File: src/rtl/nv_ram_fifo_ctrl_512x64.sv
// Valid/ready FIFO controller for an external 512x64 1R1W flop-RAM with a one-cycle read.
// Pointers, occupancy and a 2-entry output skid buffer let it sustain one push and one pop per cycle.
module nv_ram_fifo_ctrl_512x64 #(
    parameter int DW = 64,
    parameter int AW = 9
) (
    input  logic          nvdla_core_clk,
    input  logic          nvdla_core_rstn,
    input  logic          fifo_clr,
    input  logic          wr_pvld,
    output logic          wr_prdy,
    input  logic [DW-1:0] wr_pd,
    output logic          rd_pvld,
    input  logic          rd_prdy,
    output logic [DW-1:0] rd_pd,
    output logic [AW:0]   fifo_cnt,
    output logic [AW-1:0] ram_wa,
    output logic          ram_we,
    output logic [DW-1:0] ram_di,
    output logic [AW-1:0] ram_ra,
    output logic          ram_re,
    input  logic [DW-1:0] ram_dout
);

    localparam logic [AW:0] FULL_CNT = (AW+1)'(1 << AW);

    logic [AW-1:0] wr_ptr;
    logic [AW-1:0] rd_ptr;
    logic [AW:0]   ram_cnt;
    logic [AW:0]   ram_cnt_nxt;
    logic          inflight;
    logic [1:0]    skid_cnt;
    logic [1:0]    skid_cnt_nxt;
    logic [DW-1:0] skid1;
    logic [2:0]    skid_load;
    logic          push;
    logic          pop;
    logic          issue;
    logic          capture;

    // A read may only be issued if its data is guaranteed a skid slot when it lands.
    always_comb begin
        push         = wr_pvld & wr_prdy & ~fifo_clr;
        pop          = rd_pvld & rd_prdy & ~fifo_clr;
        skid_load    = {1'b0, skid_cnt} + {2'b00, inflight} - {2'b00, rd_pvld & rd_prdy};
        issue        = (ram_cnt != '0) && (skid_load < 3'd2) && !fifo_clr;
        capture      = inflight & ~fifo_clr;
        ram_cnt_nxt  = ram_cnt + {{AW{1'b0}}, push} - {{AW{1'b0}}, issue};
        skid_cnt_nxt = skid_cnt + {1'b0, capture} - {1'b0, pop};
    end

    assign ram_we   = push;
    assign ram_wa   = wr_ptr;
    assign ram_di   = wr_pd;
    assign ram_re   = issue;
    assign ram_ra   = rd_ptr;
    assign fifo_cnt = ram_cnt + {{AW{1'b0}}, inflight} + {{(AW-1){1'b0}}, skid_cnt};

    always_ff @(posedge nvdla_core_clk or negedge nvdla_core_rstn) begin
        if (!nvdla_core_rstn) begin
            wr_ptr   <= '0;
            rd_ptr   <= '0;
            ram_cnt  <= '0;
            inflight <= 1'b0;
            skid_cnt <= 2'd0;
            rd_pvld  <= 1'b0;
            wr_prdy  <= 1'b0;
        end else if (fifo_clr) begin
            wr_ptr   <= '0;
            rd_ptr   <= '0;
            ram_cnt  <= '0;
            inflight <= 1'b0;
            skid_cnt <= 2'd0;
            rd_pvld  <= 1'b0;
            wr_prdy  <= 1'b0;
        end else begin
            wr_ptr   <= wr_ptr + {{(AW-1){1'b0}}, push};
            rd_ptr   <= rd_ptr + {{(AW-1){1'b0}}, issue};
            ram_cnt  <= ram_cnt_nxt;
            inflight <= issue;
            skid_cnt <= skid_cnt_nxt;
            rd_pvld  <= (skid_cnt_nxt != 2'd0);
            wr_prdy  <= (ram_cnt_nxt < FULL_CNT);
        end
    end

    // Skid head lives in rd_pd; skid1 holds the second entry behind it.
    always_ff @(posedge nvdla_core_clk or negedge nvdla_core_rstn) begin
        if (!nvdla_core_rstn) begin
            rd_pd <= '0;
        end else if (capture && ((skid_cnt == 2'd0) || (skid_cnt == 2'd1 && pop))) begin
            rd_pd <= ram_dout;
        end else if (pop && skid_cnt == 2'd2) begin
            rd_pd <= skid1;
        end
    end

    always_ff @(posedge nvdla_core_clk) begin
        if (capture && ((skid_cnt == 2'd1 && !pop) || (skid_cnt == 2'd2 && pop))) begin
            skid1 <= ram_dout;
        end
    end

endmodule

File: config.mk
export PLATFORM = sky130hd
export DESIGN_NAME = nv_ram_fifo_ctrl_512x64
export DESIGN_NICKNAME = d
export VERILOG_FILES = /design/src/rtl/nv_ram_fifo_ctrl_512x64.sv
export SDC_FILE = /design/constraint.sdc
export NUM_CORES = 1
export LEC_CHECK = 0
export ABC_CLOCK_PERIOD_IN_PS = 8300
export CAP_MARGIN = 30
export CORE_MARGIN = 5
export CORE_UTILIZATION = 48
export DETAILED_ROUTE_END_ITERATION = 12
export GPL_TIMING_DRIVEN = 0
export PLACE_DENSITY = 0.95
export SETUP_SLACK_MARGIN = 0.05
export SYNTH_ARGS = -nofsm -noshare
export SYNTH_HDL_FRONTEND = slang
export SYNTH_SLANG_ARGS = --single-unit
File: constraint.sdc
create_clock -name nvdla_core_clk -period 8.3 [get_ports nvdla_core_clk]
set_clock_uncertainty 0.1 [all_clocks]
set_input_delay 0.83 -clock nvdla_core_clk [delete_from_list [all_inputs] [get_ports nvdla_core_clk]]
set_output_delay 0.83 -clock nvdla_core_clk [all_outputs]
set_load 0.02 [all_outputs]
==> out/results.ini <==
[status]
status = finished, final reports clean

[cells_and_area]
nNetsFinal = 1045
fillerInstances = 1111
final_cell_mix = 227 x clkdlybuf4s50_1, 97 x dfrtp_1, 76 x nand2_1
layout-drive-gt1-share_pct = 15.0
synthesis_to_layout_area_growth_pct = 41.9
final_standard_cell_utilization_of_the_core_pct = 68.4
n_antenna_cell = 0
final_common_cell = clkdlybuf4s50_1

[timing]
setup_tns_ns = 0
grt_setup_unrepaired = no
maxSlewHeadroom_pct = 48.7
setup_viol_count_final = 0
finalCriticalPeriod_ns = 4.38
layout_worst_path_cycle_share_pct = 52.8
timing_hold_violations_final = 0
max_clock_freq_mhz = 228
maxSlewViolCount = 0
worst_slew_pin_slew_ns = 0.769

[flow_run]
drv_cap = 0

[setup_path]
worst_ep_arrival_time_ns = 3.45
critical_path_rt_ns = 7.37
start_kind = primary input
critical_path_fanout_max = 7
crit_path_end_kind = output pin
worstSetupPathType = in2out

[synth]
synthDistinctLibCells = 44
synth.net_count = 795
yosysSeqAreaShare_pct = 57.4
post-synth-top-area-fraction_pct = 32.0
yosysWarningCount = 0
synth.cell_area_sq_um = 7580
synth_seq_cells = 161
netlist.top_cell.by_area = dfrtp_1
post_synth.cell_area_avg_sq_um = 12.0
yosys-top-cells-area = dfrtp_1 32%, edfxtp_1 25%, mux2i_1 8.7%
postSynth.topFlopCell = dfrtp_1
synthArstFlopShare_pct = 60.2
synthesis.instances = 632
synth-edff-count = 64

[drt]
detail_route.drc_violations = 0
initialDrtViolationCount = 247
wl_per_cell_um = 17.8
routed_wirelength_um = 19700
vias = 5610
antenna_violating_nets_post_route = 0
post_drt_via_cell_ratio = 5.06
first_pass_iters = 7

[power_and_ir_drop]
p_leak_nw = 4.83
powerDensity_nw_per_um2 = 310
ir_drop_v = 0.000168
design_power_total_mw = 3.33

[grt]
grt_first_pass_wirelength_um = 30200
first_global_vias = 5933
grt_max_degree = 57
total_track_usage_pct = 21.2
aggregate_global_routing_overflow = 0
number_of_antenna_violations_at_the_first_check_in_global_routing = 0

[cts]
path_clk_slew_ns = 0.06
max-clock-path-buffers = 2
clk-insertion-delay-late_ns = 0.42
num_clock_sinks = 161
htree_levels = 4
cts_post_setup_buffers_inserted = 0
cts-buffers-inserted = 17
root_buffer_selected_by_cts = clkbuf_16
hold_buffers = 0
post_cts_resize_count = 0
tritoncts = built

[floorplan]
vert_die_dim_um = 136
row_count = 46
floorplan.io_pins = 293
coreArea_sq_um = 15700
fp.dieW_um = 136
initial_utilization_pct = 48.2
floorplan.die_area_sq_um = 18400

[place]
port-buffer-count = 228
place_congestion = 0.812
detailed_place_hpwl_um = 14900

[min_path]
hold_class = in2async

[per-stage QoR]
step	cell area [sq um]	cells	hold slack, ns	setup slack, ns
after floorplan	7580	632	0.391	3.05
after global placement	10100	1076	0.399	0.621
after detailed placement	10200	1079	0.419	3.64
after CTS	10800	1109	0.400	3.92
after global routing	10800	1109	0.449	3.80
final	10800	1109	0.389	3.92
[area by class of cell]
| cell class | instances | area, sq um | area share (%) |
|---|---|---|---|
| sequential | 161 | 4350 | 40.4 |
| multi-input combinational | 361 | 2510 | 23.3 |
| timing repair buffer | 231 | 2340 | 21.8 |
| buffer | 88 | 651 | 6.05 |
| clock buffer | 21 | 470 | 4.38 |
| tap | 216 | 270 | 2.51 |
| clock inverter | 9 | 83.8 | 0.780 |
| inverter | 22 | 82.6 | 0.768 |
[where the power goes]
group	switching [mW]	internal, mW	leakage (nW)
logic	0.771	0.679	2.74
clock network	0.301	0.432	0.265
registers	0.122	1.03	1.82
total	1.19	2.14	4.83
[Yosys cell counts (2+ instances only)]
| master | count |
|---|---|
| dfrtp_1 | 97 |
| nand2_1 | 76 |
| buf_4 | 66 |
| mux2i_1 | 66 |
| edfxtp_1 | 64 |
| o21ai_1 | 44 |
| o21ai_0 | 28 |
| ha_1 | 26 |
| inv_1 | 20 |
| nor2_1 | 20 |
| xnor2_1 | 15 |
| a21oi_1 | 12 |
| nand3_1 | 11 |
| xor2_1 | 10 |
| nor2b_1 | 9 |
| buf_6 | 8 |
| buf_2 | 6 |
| or3_1 | 6 |
| clkbuf_1 | 4 |
| clkbuf_2 | 4 |
| fa_1 | 4 |
| and3_1 | 3 |
| nand2_2 | 3 |
| nand4_1 | 3 |
| nor3_1 | 3 |
| or2_2 | 3 |
| inv_2 | 2 |
| nand2b_1 | 2 |
| o211ai_1 | 2 |
[cell families after synthesis]
| group | synth area share, % |
|---|---|
| buf+inv | 9.68 |
| fa+ha+maj | 5.35 |
| compound gates | 6.85 |
| mux | 8.92 |
| flops | 57.4 |
| simple gates | 8.70 |
| xor+xnor | 3.10 |
[critical path: stages]
cell and delay (ns):
clkdlybuf4s50_1 0.46, and2_4 0.15, ha_1 0.21, nand2b_1 0.15, fa_1 0.41, xnor2_2 0.18
o2111ai_2 0.24, inv_1 0.19, clkdlybuf4s50_1 0.63
[layer usage]
metal	part of all wire, %	wire [um]	track usage [%]	vias to the layer above
met1	38	7440	24.7	2730
met4	2.0	386	7.45	0
met3	7.5	1490	6.72	37
li1	-	-	-	2609
met5	0	0	0	-
met2	53	10400	36.8	234
[registers in the layout (all words and copies together) (netlist names)]
name      flops
inflight      1
ram_cnt      10
ram_ra        9
ram_wa        9
rd_pd        64
rd_pvld       1
skid1        64
skid_cnt      2
wr_prdy       1
[path summary, 6_finish.rpt]
| kind | startpoint | to | slack, ns | cells past startpoint |
|---|---|---|---|---|
| max reg2reg | skid_cnt[0] | ram_cnt[8] | 4.44 | 16 |
| min | nvdla_core_rstn | rd_pd[60] | 0.39 | 1 |
| max | rd_prdy | ram_re | 3.92 | 9 |
| min in group nvdla_core_clk | skid1[57] | rd_pd[57] | 0.42 | 2 |
| min reg2reg | skid1[57] | rd_pd[57] | 0.42 | 2 |
| max in group asynchronous | nvdla_core_rstn | rd_pd[6] | 7.01 | 2 |
Power figures use the tool's default switching activity.
